[config.mk]
export PLATFORM = sky130hd
export DESIGN_NAME = vend_ctrl_multi_flat
export DESIGN_NICKNAME = d
export VERILOG_FILES = /design/src/rtl/vend_pkg.sv /design/src/rtl/vend_ctrl_multi_if.sv /design/src/rtl/vend_change_disp.sv /design/src/rtl/vend_ctrl_multi.sv /design/src/flat_wrapper.sv
export SDC_FILE = /design/constraint.sdc
export NUM_CORES = 1
export LEC_CHECK = 0
export ABC_AREA = 1
export BUFFER_PORTS_ARGS = -buffer_cell sky130_fd_sc_hd__buf_4
export CAP_MARGIN = 30
export CORE_UTILIZATION = 29
export DETAILED_ROUTE_END_ITERATION = 10
export PLACE_DENSITY = 0.52
export SYNTH_ARGS = -nofsm -noshare
export SYNTH_HDL_FRONTEND = slang
export SYNTH_SLANG_ARGS = --single-unit
[constraint.sdc]
create_clock -name CLK -period 5.6 [get_ports CLK]
set_input_delay 0.28 -clock CLK [delete_from_list [all_inputs] [get_ports CLK]]
set_output_delay 0.28 -clock CLK [all_outputs]
set_load 0.02 [all_outputs]
[src/rtl/vend_pkg.sv]
`default_nettype none
// ============================================================================
//  Module      : vend_pkg
//  Description : Shared types, coin map and coin valuation for the
//                multi-product vending controller.
//  Revision    : 1.0 - initial release
// ============================================================================
package vend_pkg;

  // Controller states
  typedef enum logic [2:0] {
    ST_IDLE   = 3'd0,
    ST_MANAGE = 3'd1,
    ST_SEL    = 3'd2,
    ST_QTY    = 3'd3,
    ST_MAKING = 3'd4,
    ST_READY  = 3'd5,
    ST_CHANGE = 3'd6
  } state_t;

  // Bit positions of each coin on Coin / ReturnCoin
  localparam int COIN_IDX_50   = 0;
  localparam int COIN_IDX_100  = 1;
  localparam int COIN_IDX_500  = 2;
  localparam int COIN_IDX_1000 = 3;

  // Coin values in 50-won units
  localparam logic [4:0] COIN_VAL_50   = 5'd1;
  localparam logic [4:0] COIN_VAL_100  = 5'd2;
  localparam logic [4:0] COIN_VAL_500  = 5'd10;
  localparam logic [4:0] COIN_VAL_1000 = 5'd20;

  // Value of a one-hot coin code; anything not exactly one-hot is worth 0
  function automatic logic [4:0] coin_value(input logic [3:0] coin);
    case (coin)
      4'b0001: return COIN_VAL_50;
      4'b0010: return COIN_VAL_100;
      4'b0100: return COIN_VAL_500;
      4'b1000: return COIN_VAL_1000;
      default: return 5'd0;
    endcase
  endfunction

endpackage
`default_nettype wire

[src/rtl/vend_ctrl_multi_if.sv]
`default_nettype none
// ============================================================================
//  Module      : vend_ctrl_multi_if
//  Description : Front-panel / brewer / delivery signal bundle for the
//                vending controller.
//  Revision    : 1.0 - initial release
// ============================================================================
interface vend_ctrl_multi_if #(
  parameter int NUM_PROD = 4,
  parameter int PRICE_W  = 7,
  parameter int MAX_QTY  = 5,
  parameter int CREDIT_W = 8
);
  localparam int IDX_W = (NUM_PROD > 1) ? $clog2(NUM_PROD) : 1;

  logic                Manage;
  logic                Confirm;
  logic [IDX_W-1:0]    PriceIdx;
  logic [PRICE_W-1:0]  PriceVal;
  logic [3:0]          Coin;
  logic [NUM_PROD-1:0] Select;
  logic [MAX_QTY-1:0]  Cup;
  logic                Start;
  logic                Done;
  logic                TakeOut;
  logic                Return;
  logic [3:0]          ReturnCoin;
  logic                Making;
  logic                Coffee;
  logic                CoinReject;
  logic                Insufficient;
  logic [CREDIT_W-1:0] Sum;

  modport master (
    output Manage, Confirm, PriceIdx, PriceVal, Coin, Select, Cup,
           Start, Done, TakeOut, Return,
    input  ReturnCoin, Making, Coffee, CoinReject, Insufficient, Sum
  );

  modport slave (
    input  Manage, Confirm, PriceIdx, PriceVal, Coin, Select, Cup,
           Start, Done, TakeOut, Return,
    output ReturnCoin, Making, Coffee, CoinReject, Insufficient, Sum
  );

endinterface
`default_nettype wire

[src/rtl/vend_change_disp.sv]
`default_nettype none
// ============================================================================
//  Module      : vend_change_disp
//  Description : Greedy change selector - picks the largest coin not
//                exceeding the remaining credit.
//  Revision    : 1.0 - initial release
// ============================================================================
module vend_change_disp
  import vend_pkg::*;
#(
  parameter int CREDIT_W = 8
) (
  input  logic [CREDIT_W-1:0] sum,
  output logic [3:0]          coin,
  output logic [CREDIT_W-1:0] value
);

  // Largest coin that fits; zero credit yields no coin
  always_comb begin
    coin = '0;
    if (sum >= CREDIT_W'(COIN_VAL_1000))     coin[COIN_IDX_1000] = 1'b1;
    else if (sum >= CREDIT_W'(COIN_VAL_500)) coin[COIN_IDX_500]  = 1'b1;
    else if (sum >= CREDIT_W'(COIN_VAL_100)) coin[COIN_IDX_100]  = 1'b1;
    else if (sum >= CREDIT_W'(COIN_VAL_50))  coin[COIN_IDX_50]   = 1'b1;
    value = CREDIT_W'(coin_value(coin));
  end

endmodule
`default_nettype wire

[src/rtl/vend_ctrl_multi.sv]
`default_nettype none
// ============================================================================
//  Module      : vend_ctrl_multi
//  Description : Multi-product vending controller with run-time prices,
//                quantity selection, saturating credit and greedy change.
//  Revision    : 1.0 - initial release
// ============================================================================
module vend_ctrl_multi
  import vend_pkg::*;
#(
  parameter int NUM_PROD = 4,
  parameter int PRICE_W  = 7,
  parameter int MAX_QTY  = 5,
  parameter int CREDIT_W = 8
) (
  input  logic              CLK,
  input  logic              RST_N,
  vend_ctrl_multi_if.slave  bus
);

  localparam int IDX_W   = (NUM_PROD > 1) ? $clog2(NUM_PROD) : 1;
  localparam int QTY_W   = $clog2(MAX_QTY + 1);
  localparam int COST_W  = PRICE_W + 3;
  localparam int SUMX_W  = CREDIT_W + 1;
  localparam logic [SUMX_W-1:0] SUM_MAX = SUMX_W'({CREDIT_W{1'b1}});

  state_t              state_q, state_d;
  logic [CREDIT_W-1:0] sum_q, sum_d;
  logic [PRICE_W-1:0]  price_q [NUM_PROD];
  logic [PRICE_W-1:0]  price_d [NUM_PROD];
  logic [IDX_W-1:0]    prod_q, prod_d;
  logic [QTY_W-1:0]    qty_q, qty_d;
  logic [COST_W-1:0]   cost_q, cost_d;
  logic [3:0]          return_coin_q, return_coin_d;
  logic                making_q, making_d;
  logic                coffee_q, coffee_d;
  logic                coin_reject_q, coin_reject_d;
  logic                insufficient_q, insufficient_d;

  logic [IDX_W-1:0]    w_sel_idx;
  logic [QTY_W-1:0]    w_cup_qty;
  logic                w_sel_ok, w_cup_ok;
  logic [SUMX_W-1:0]   w_sum_ext;
  logic                w_coin_ok, w_coin_bad;
  logic [CREDIT_W-1:0] w_sum_in;
  logic [3:0]          w_disp_coin;
  logic [CREDIT_W-1:0] w_disp_val;

  vend_change_disp #(.CREDIT_W(CREDIT_W)) u_disp (
    .sum   (sum_q),
    .coin  (w_disp_coin),
    .value (w_disp_val)
  );

  // Decode one-hot Select / Cup; a Select only counts for a priced product
  always_comb begin
    w_sel_idx = '0;
    w_cup_qty = '0;
    for (int i = 0; i < NUM_PROD; i++) if (bus.Select[i]) w_sel_idx = IDX_W'(i);
    for (int k = 0; k < MAX_QTY; k++)  if (bus.Cup[k])    w_cup_qty = QTY_W'(k + 1);
    w_sel_ok = $onehot(bus.Select) && (price_q[w_sel_idx] != '0);
    w_cup_ok = $onehot(bus.Cup);
  end

  // Coin acceptance: right state, exactly one coin, no credit overflow
  always_comb begin
    w_sum_ext  = SUMX_W'(sum_q) + SUMX_W'(coin_value(bus.Coin));
    w_coin_ok  = ((state_q == ST_IDLE) || (state_q == ST_SEL) || (state_q == ST_QTY))
                 && $onehot(bus.Coin) && (w_sum_ext <= SUM_MAX);
    w_coin_bad = (bus.Coin != 4'b0000) && !w_coin_ok;
    w_sum_in   = w_coin_ok ? w_sum_ext[CREDIT_W-1:0] : sum_q;
  end

  // Next-state and next-output computation; Return > Start > Cup > Select
  always_comb begin
    state_d        = state_q;
    sum_d          = w_sum_in;
    price_d        = price_q;
    prod_d         = prod_q;
    qty_d          = qty_q;
    return_coin_d  = 4'b0000;
    coin_reject_d  = w_coin_bad;
    insufficient_d = 1'b0;

    case (state_q)
      ST_IDLE: begin
        if (bus.Return && (sum_q != '0)) begin
          state_d = ST_CHANGE;
        end else if (bus.Manage && (sum_q == '0) && !w_coin_ok) begin
          state_d = ST_MANAGE;
        end else if (w_sel_ok) begin
          prod_d  = w_sel_idx;
          state_d = ST_SEL;
        end
      end
      ST_MANAGE: begin
        if (bus.Confirm && (int'(bus.PriceIdx) < NUM_PROD)) price_d[bus.PriceIdx] = bus.PriceVal;
        if (bus.Manage) state_d = ST_IDLE;
      end
      ST_SEL: begin
        if (bus.Return && (sum_q != '0)) begin
          state_d = ST_CHANGE;
        end else if (w_cup_ok) begin
          qty_d   = w_cup_qty;
          state_d = ST_QTY;
        end else if (w_sel_ok) begin
          prod_d = w_sel_idx;
        end
      end
      ST_QTY: begin
        if (bus.Return && (sum_q != '0)) begin
          state_d = ST_CHANGE;
        end else if (bus.Start) begin
          // A coin arriving with Start is already folded into w_sum_in
          if (32'(w_sum_in) >= 32'(cost_q)) begin
            sum_d   = w_sum_in - CREDIT_W'(cost_q);
            state_d = ST_MAKING;
          end else begin
            insufficient_d = 1'b1;
          end
        end else if (w_cup_ok) begin
          qty_d = w_cup_qty;
        end else if (w_sel_ok) begin
          prod_d = w_sel_idx;
        end
      end
      ST_MAKING: if (bus.Done)    state_d = ST_READY;
      ST_READY:  if (bus.TakeOut) state_d = ST_IDLE;
      ST_CHANGE: begin
        if (sum_q == '0) begin
          state_d = ST_IDLE;
        end else begin
          return_coin_d = w_disp_coin;
          sum_d         = sum_q - w_disp_val;
        end
      end
      default: state_d = ST_IDLE;
    endcase

    // Selection is forgotten whenever the controller heads back to idle or change
    if ((state_d == ST_IDLE) || (state_d == ST_CHANGE)) begin
      prod_d = '0;
      qty_d  = '0;
    end

    cost_d   = COST_W'(price_q[prod_d]) * COST_W'(qty_d);
    making_d = (state_d == ST_MAKING);
    coffee_d = (state_d == ST_READY);
  end

  // State and registered outputs
  always_ff @(posedge CLK or negedge RST_N) begin
    if (!RST_N) begin
      state_q        <= ST_IDLE;
      sum_q          <= '0;
      price_q        <= '{default: '0};
      prod_q         <= '0;
      qty_q          <= '0;
      cost_q         <= '0;
      return_coin_q  <= 4'b0000;
      making_q       <= 1'b0;
      coffee_q       <= 1'b0;
      coin_reject_q  <= 1'b0;
      insufficient_q <= 1'b0;
    end else begin
      state_q        <= state_d;
      sum_q          <= sum_d;
      price_q        <= price_d;
      prod_q         <= prod_d;
      qty_q          <= qty_d;
      cost_q         <= cost_d;
      return_coin_q  <= return_coin_d;
      making_q       <= making_d;
      coffee_q       <= coffee_d;
      coin_reject_q  <= coin_reject_d;
      insufficient_q <= insufficient_d;
    end
  end

  assign bus.ReturnCoin   = return_coin_q;
  assign bus.Making       = making_q;
  assign bus.Coffee       = coffee_q;
  assign bus.CoinReject   = coin_reject_q;
  assign bus.Insufficient = insufficient_q;
  assign bus.Sum          = sum_q;

endmodule
`default_nettype wire

[src/flat_wrapper.sv]
// flat-port wrapper written by rule: the top's interface ports become plain ports
module vend_ctrl_multi_flat import vend_pkg::*;
#(
  parameter int NUM_PROD = 4,
  parameter int PRICE_W  = 7,
  parameter int MAX_QTY  = 5,
  parameter int CREDIT_W = 8
)
  (CLK, RST_N, bus_Manage, bus_Confirm, bus_PriceIdx, bus_PriceVal, bus_Coin, bus_Select, bus_Cup, bus_Start, bus_Done, bus_TakeOut, bus_Return, bus_ReturnCoin, bus_Making, bus_Coffee, bus_CoinReject, bus_Insufficient, bus_Sum);
  vend_ctrl_multi_if #(.NUM_PROD(NUM_PROD), .PRICE_W(PRICE_W), .MAX_QTY(MAX_QTY), .CREDIT_W(CREDIT_W)) bus_i ();
  input  logic CLK;
  input  logic RST_N;
  input wire logic [$bits(bus_i.Manage)-1:0] bus_Manage;
  input wire logic [$bits(bus_i.Confirm)-1:0] bus_Confirm;
  input wire logic [$bits(bus_i.PriceIdx)-1:0] bus_PriceIdx;
  input wire logic [$bits(bus_i.PriceVal)-1:0] bus_PriceVal;
  input wire logic [$bits(bus_i.Coin)-1:0] bus_Coin;
  input wire logic [$bits(bus_i.Select)-1:0] bus_Select;
  input wire logic [$bits(bus_i.Cup)-1:0] bus_Cup;
  input wire logic [$bits(bus_i.Start)-1:0] bus_Start;
  input wire logic [$bits(bus_i.Done)-1:0] bus_Done;
  input wire logic [$bits(bus_i.TakeOut)-1:0] bus_TakeOut;
  input wire logic [$bits(bus_i.Return)-1:0] bus_Return;
  output wire logic [$bits(bus_i.ReturnCoin)-1:0] bus_ReturnCoin;
  output wire logic [$bits(bus_i.Making)-1:0] bus_Making;
  output wire logic [$bits(bus_i.Coffee)-1:0] bus_Coffee;
  output wire logic [$bits(bus_i.CoinReject)-1:0] bus_CoinReject;
  output wire logic [$bits(bus_i.Insufficient)-1:0] bus_Insufficient;
  output wire logic [$bits(bus_i.Sum)-1:0] bus_Sum;
  assign bus_i.Manage = bus_Manage;
  assign bus_i.Confirm = bus_Confirm;
  assign bus_i.PriceIdx = bus_PriceIdx;
  assign bus_i.PriceVal = bus_PriceVal;
  assign bus_i.Coin = bus_Coin;
  assign bus_i.Select = bus_Select;
  assign bus_i.Cup = bus_Cup;
  assign bus_i.Start = bus_Start;
  assign bus_i.Done = bus_Done;
  assign bus_i.TakeOut = bus_TakeOut;
  assign bus_i.Return = bus_Return;
  assign bus_ReturnCoin = bus_i.ReturnCoin;
  assign bus_Making = bus_i.Making;
  assign bus_Coffee = bus_i.Coffee;
  assign bus_CoinReject = bus_i.CoinReject;
  assign bus_Insufficient = bus_i.Insufficient;
  assign bus_Sum = bus_i.Sum;
  vend_ctrl_multi #(.NUM_PROD(NUM_PROD), .PRICE_W(PRICE_W), .MAX_QTY(MAX_QTY), .CREDIT_W(CREDIT_W)) u_core (.CLK(CLK), .RST_N(RST_N), .bus(bus_i));
endmodule
==> impl_metrics.tcl <==
set metrics [dict create \
    number_of_detailed_route_iterations_in_the_first_pass 5 \
    core_um2 16500 \
    post_synth_most_frequent_cells "nand2_1 (134), inv_1 (110), dfrtp_1 (62)" \
    cp-start-kind "input pin" \
    clock_tree.buffer_depth 2 \
    detailed_place.area_um2 6000 \
    synth_seq_cells 62 \
    crit_path_max_fanout 7 \
    arrival_ps 5700 \
    globalRouteOverflowTotal 0 \
    netlist.top_cell.by_area "dfrtp_1" \
    clk_latency_ps 340 \
    setup_repair_after_global_routing_missed_its_margin "true" \
    timing.setup.critical_path_class "in2reg" \
    syn-mean-instance-area_um2 7.64 \
    clock-skew-final_ps 7.21 \
    r2r_start "u_core.bus.Sum[0]" \
    num_rows 47 \
    globalRouteMet1Util_pct 19.0 \
    design_power_total_w 0.00340 \
    fin_crit_sh_pct 97.1 \
    path_common_cell "nand2_1" \
    cell_count_after_synthesis 641 \
    antenna_found_initial 0 \
    worst_path_largest_cell_delay_ps 530 \
    postCtsHoldBufs 0 \
    critical_path.reg2reg.endpoint "u_core.cost_q[8]" \
    yosys.cell_count.top_type "nand2_1" \
    synth_sequential_area_ratio_pct 31.7 \
    tightestPinTransition_ps 832 \
    detailedRoute.firstIterationViolations 119 \
    status "finished, final reports clean" \
    vdd_drop_max_mv 0.190 \
    gp_routability_congestion 0.809 \
    die_w_um 132 \
    yosysUniqueCellTypes 41 \
    route.final.wire_length_um 12600 \
    htreeDepth 3 \
    layout-drive-gt1-share_pct 32.7 \
    tritoncts_num_sinks 62 \
    ys_warn_count 0 \
    die_h_um 132 \
    drt-vias-per-instance 4.43 \
    cp.required_ps 5860 \
    synth.cell_area_um2 4900 \
    fill_cell_instance_count_of_the_final_layout 1684 \
    crit_slowest_cell "fa_1" \
    busiest_layer "met2" \
    postSynthNetCount 727 \
    tritoncts "done" \
    leak_nw 3.40 \
    synthArstFlopShare_pct 100 \
    worstRegToRegCells 36 \
    maxSlewViolCount 0 \
    drcViolationCount 0 \
    num_io_pins 46 \
    met2_usage_pct 28.4 \
    ant_nets 0 \
    start_util_pct 29.6 \
    cts_inserted_buffers 9 \
    setup-violations-final 0 \
    fmaxAchievable_ghz 0.184 \
    synth_top_area_share_pct 31.7 \
    first_pass_grt_wire_length_um 21900 \
    endpoint_kind "flop" \
    r2r_slack_ps 200 \
    via_count_of_the_first_global_routing_pass 4611 \
    synth-edff-count 0 \
    die_area_um2 17400 \
    worst_hold_path_type "in2async" \
    globalRouteTotalUtil_pct 15.7 \
    globalRouteMet3Util_pct 2.88 \
    synth_area_leaders "dfrtp_1 (32%), ha_1 (11%), nand2_1 (10%), inv_1 (8.4%), nand3_1 (5.8%)" \
    max_cap_viol_count 0 \
    clock_tree.root_cell "clkbuf_16" \
    area.growth.synth_to_final_pct 39.2 \
    place.port_buffers 45 \
    vias 4435 \
    ys.flop_type "dfrtp_1" \
    final_area_um2 6820 \
    final.min_clock_period_ps 5440 \
    timing_hold_violations_final 0 \
    drt-wirelength-per-cell_um 12.6 \
    clkSlewWorstSetupHoldPaths_ps 60 \
    dp.final_hpwl_um 9640 \
    grt_start_max_net_pins 63 \
    slew_headroom_pct 44.6 \
    p_per_area_nw_per_um2 500 \
    antenna_cells_inserted 0 \
    num-nets-final 864 \
]
layer usage:
metal  vias up  share of wire [%]  routed length (um)
met3        16                2.5                 314
li1       2332                  -                   -
met1      2033                 46                5800
met5         -                  0                   0
met4         0                1.7                 212
met2        54                 50                6320
worst max-delay path by stage:
stage                     depth (start not counted)        start               end
after CTS                                        39  bus_Coin[0]  u_core.cost_q[9]
after global placement                           38  bus_Coin[0]  u_core.cost_q[8]
after detailed placement                         38  bus_Coin[0]  u_core.cost_q[8]
final                                            39  bus_Coin[3]  u_core.cost_q[8]
after floorplan                                  37  bus_Coin[0]  u_core.cost_q[8]
after global routing                             39  bus_Coin[1]  u_core.cost_q[9]
area by class of cell:
cell class	instances	area, um2	area share [%]
clock buffers	10	239	3.51
clock inverters	5	60.1	0.881
inverters	119	472	6.92
multi-input cells	454	3200	47.0
flip-flops and latches	62	1550	22.8
well taps	220	275	4.04
repair buffers	132	1010	14.9
metrics by stage:
step / std cells / hold slack, ps / TNS (ps) / utilization, % / worst slack (ps)
floorplan: 641 / -15.6 / -6.73 / - / -6.73
global placement: 970 / 443 / -2600 / 36.3 / -594
detailed placement: 970 / 447 / -2820 / 36.3 / -626
CTS: 994 / 87.8 / 0 / 39.0 / 9.38
global route: 1002 / 115 / -830 / 41.2 / -226
finish: 1002 / 47.8 / 0 / 41.2 / 161
registers in the layout, indices dropped and copies added, names as in the netlist:
signal	flops
u_core.bus.CoinReject	1
u_core.bus.Insufficient	1
u_core.bus.ReturnCoin	4
u_core.prod_q	2
u_core.bus.Sum	8
u_core.bus.Making	1
u_core.cost_q	10
u_core.bus.Coffee	1
u_core.price_q	28
u_core.state_q	3
u_core.qty_q	3
kinds of logic (layout without fill, tap and decap cells):
logic type,after synthesis,in the layout,synth area share (%)
compound gates,93,93,11.1
buf+inv,127,266,10.4
fa+ha+maj,56,56,16.3
flops,62,62,31.7
xor+xnor,20,20,3.58
simple gates,283,285,26.9
where the power goes:
group	internal [W]	leakage [nW]	switching [W]
combinational	0.000960	2.45	0.00118
clock	0.000354	0.133	0.000215
sequential	0.000582	0.822	0.000113
placed cells by master (no fill, tap or decap), types with 11 or more instances in the layout:
master and n:
inv_2 14, nand3_1 41, a21oi_1 16, dfrtp_1 62
xor2_1 13, nand2_1 121, inv_1 99, nand2_2 12
buf_4 127, nand3_2 22, nor2_1 44, fa_1 11
o21ai_0 42, ha_1 33
critical path: cells and delay by family:
kind,cells,cell delay [ps]
xor gates and xnor gates,1,140
AOI/OAI and AO/OA,5,680
buffers and inverters,7,680
and+or+nand+nor,19,1700
adders and majority gates,7,2200
repair_timing:
| action | in CTS | in global routing |
|---|---|---|
| pin swaps | 12 | 45 |
| hold endpoints to repair | 0 | 0 |
| cloned | 1 | 1 |
| gates resized for setup | 18 | 80 |
| buffers inserted | 8 | 7 |
| setup endpoints to repair | 5 | 7 |
Power figures use the tool's default switching activity.
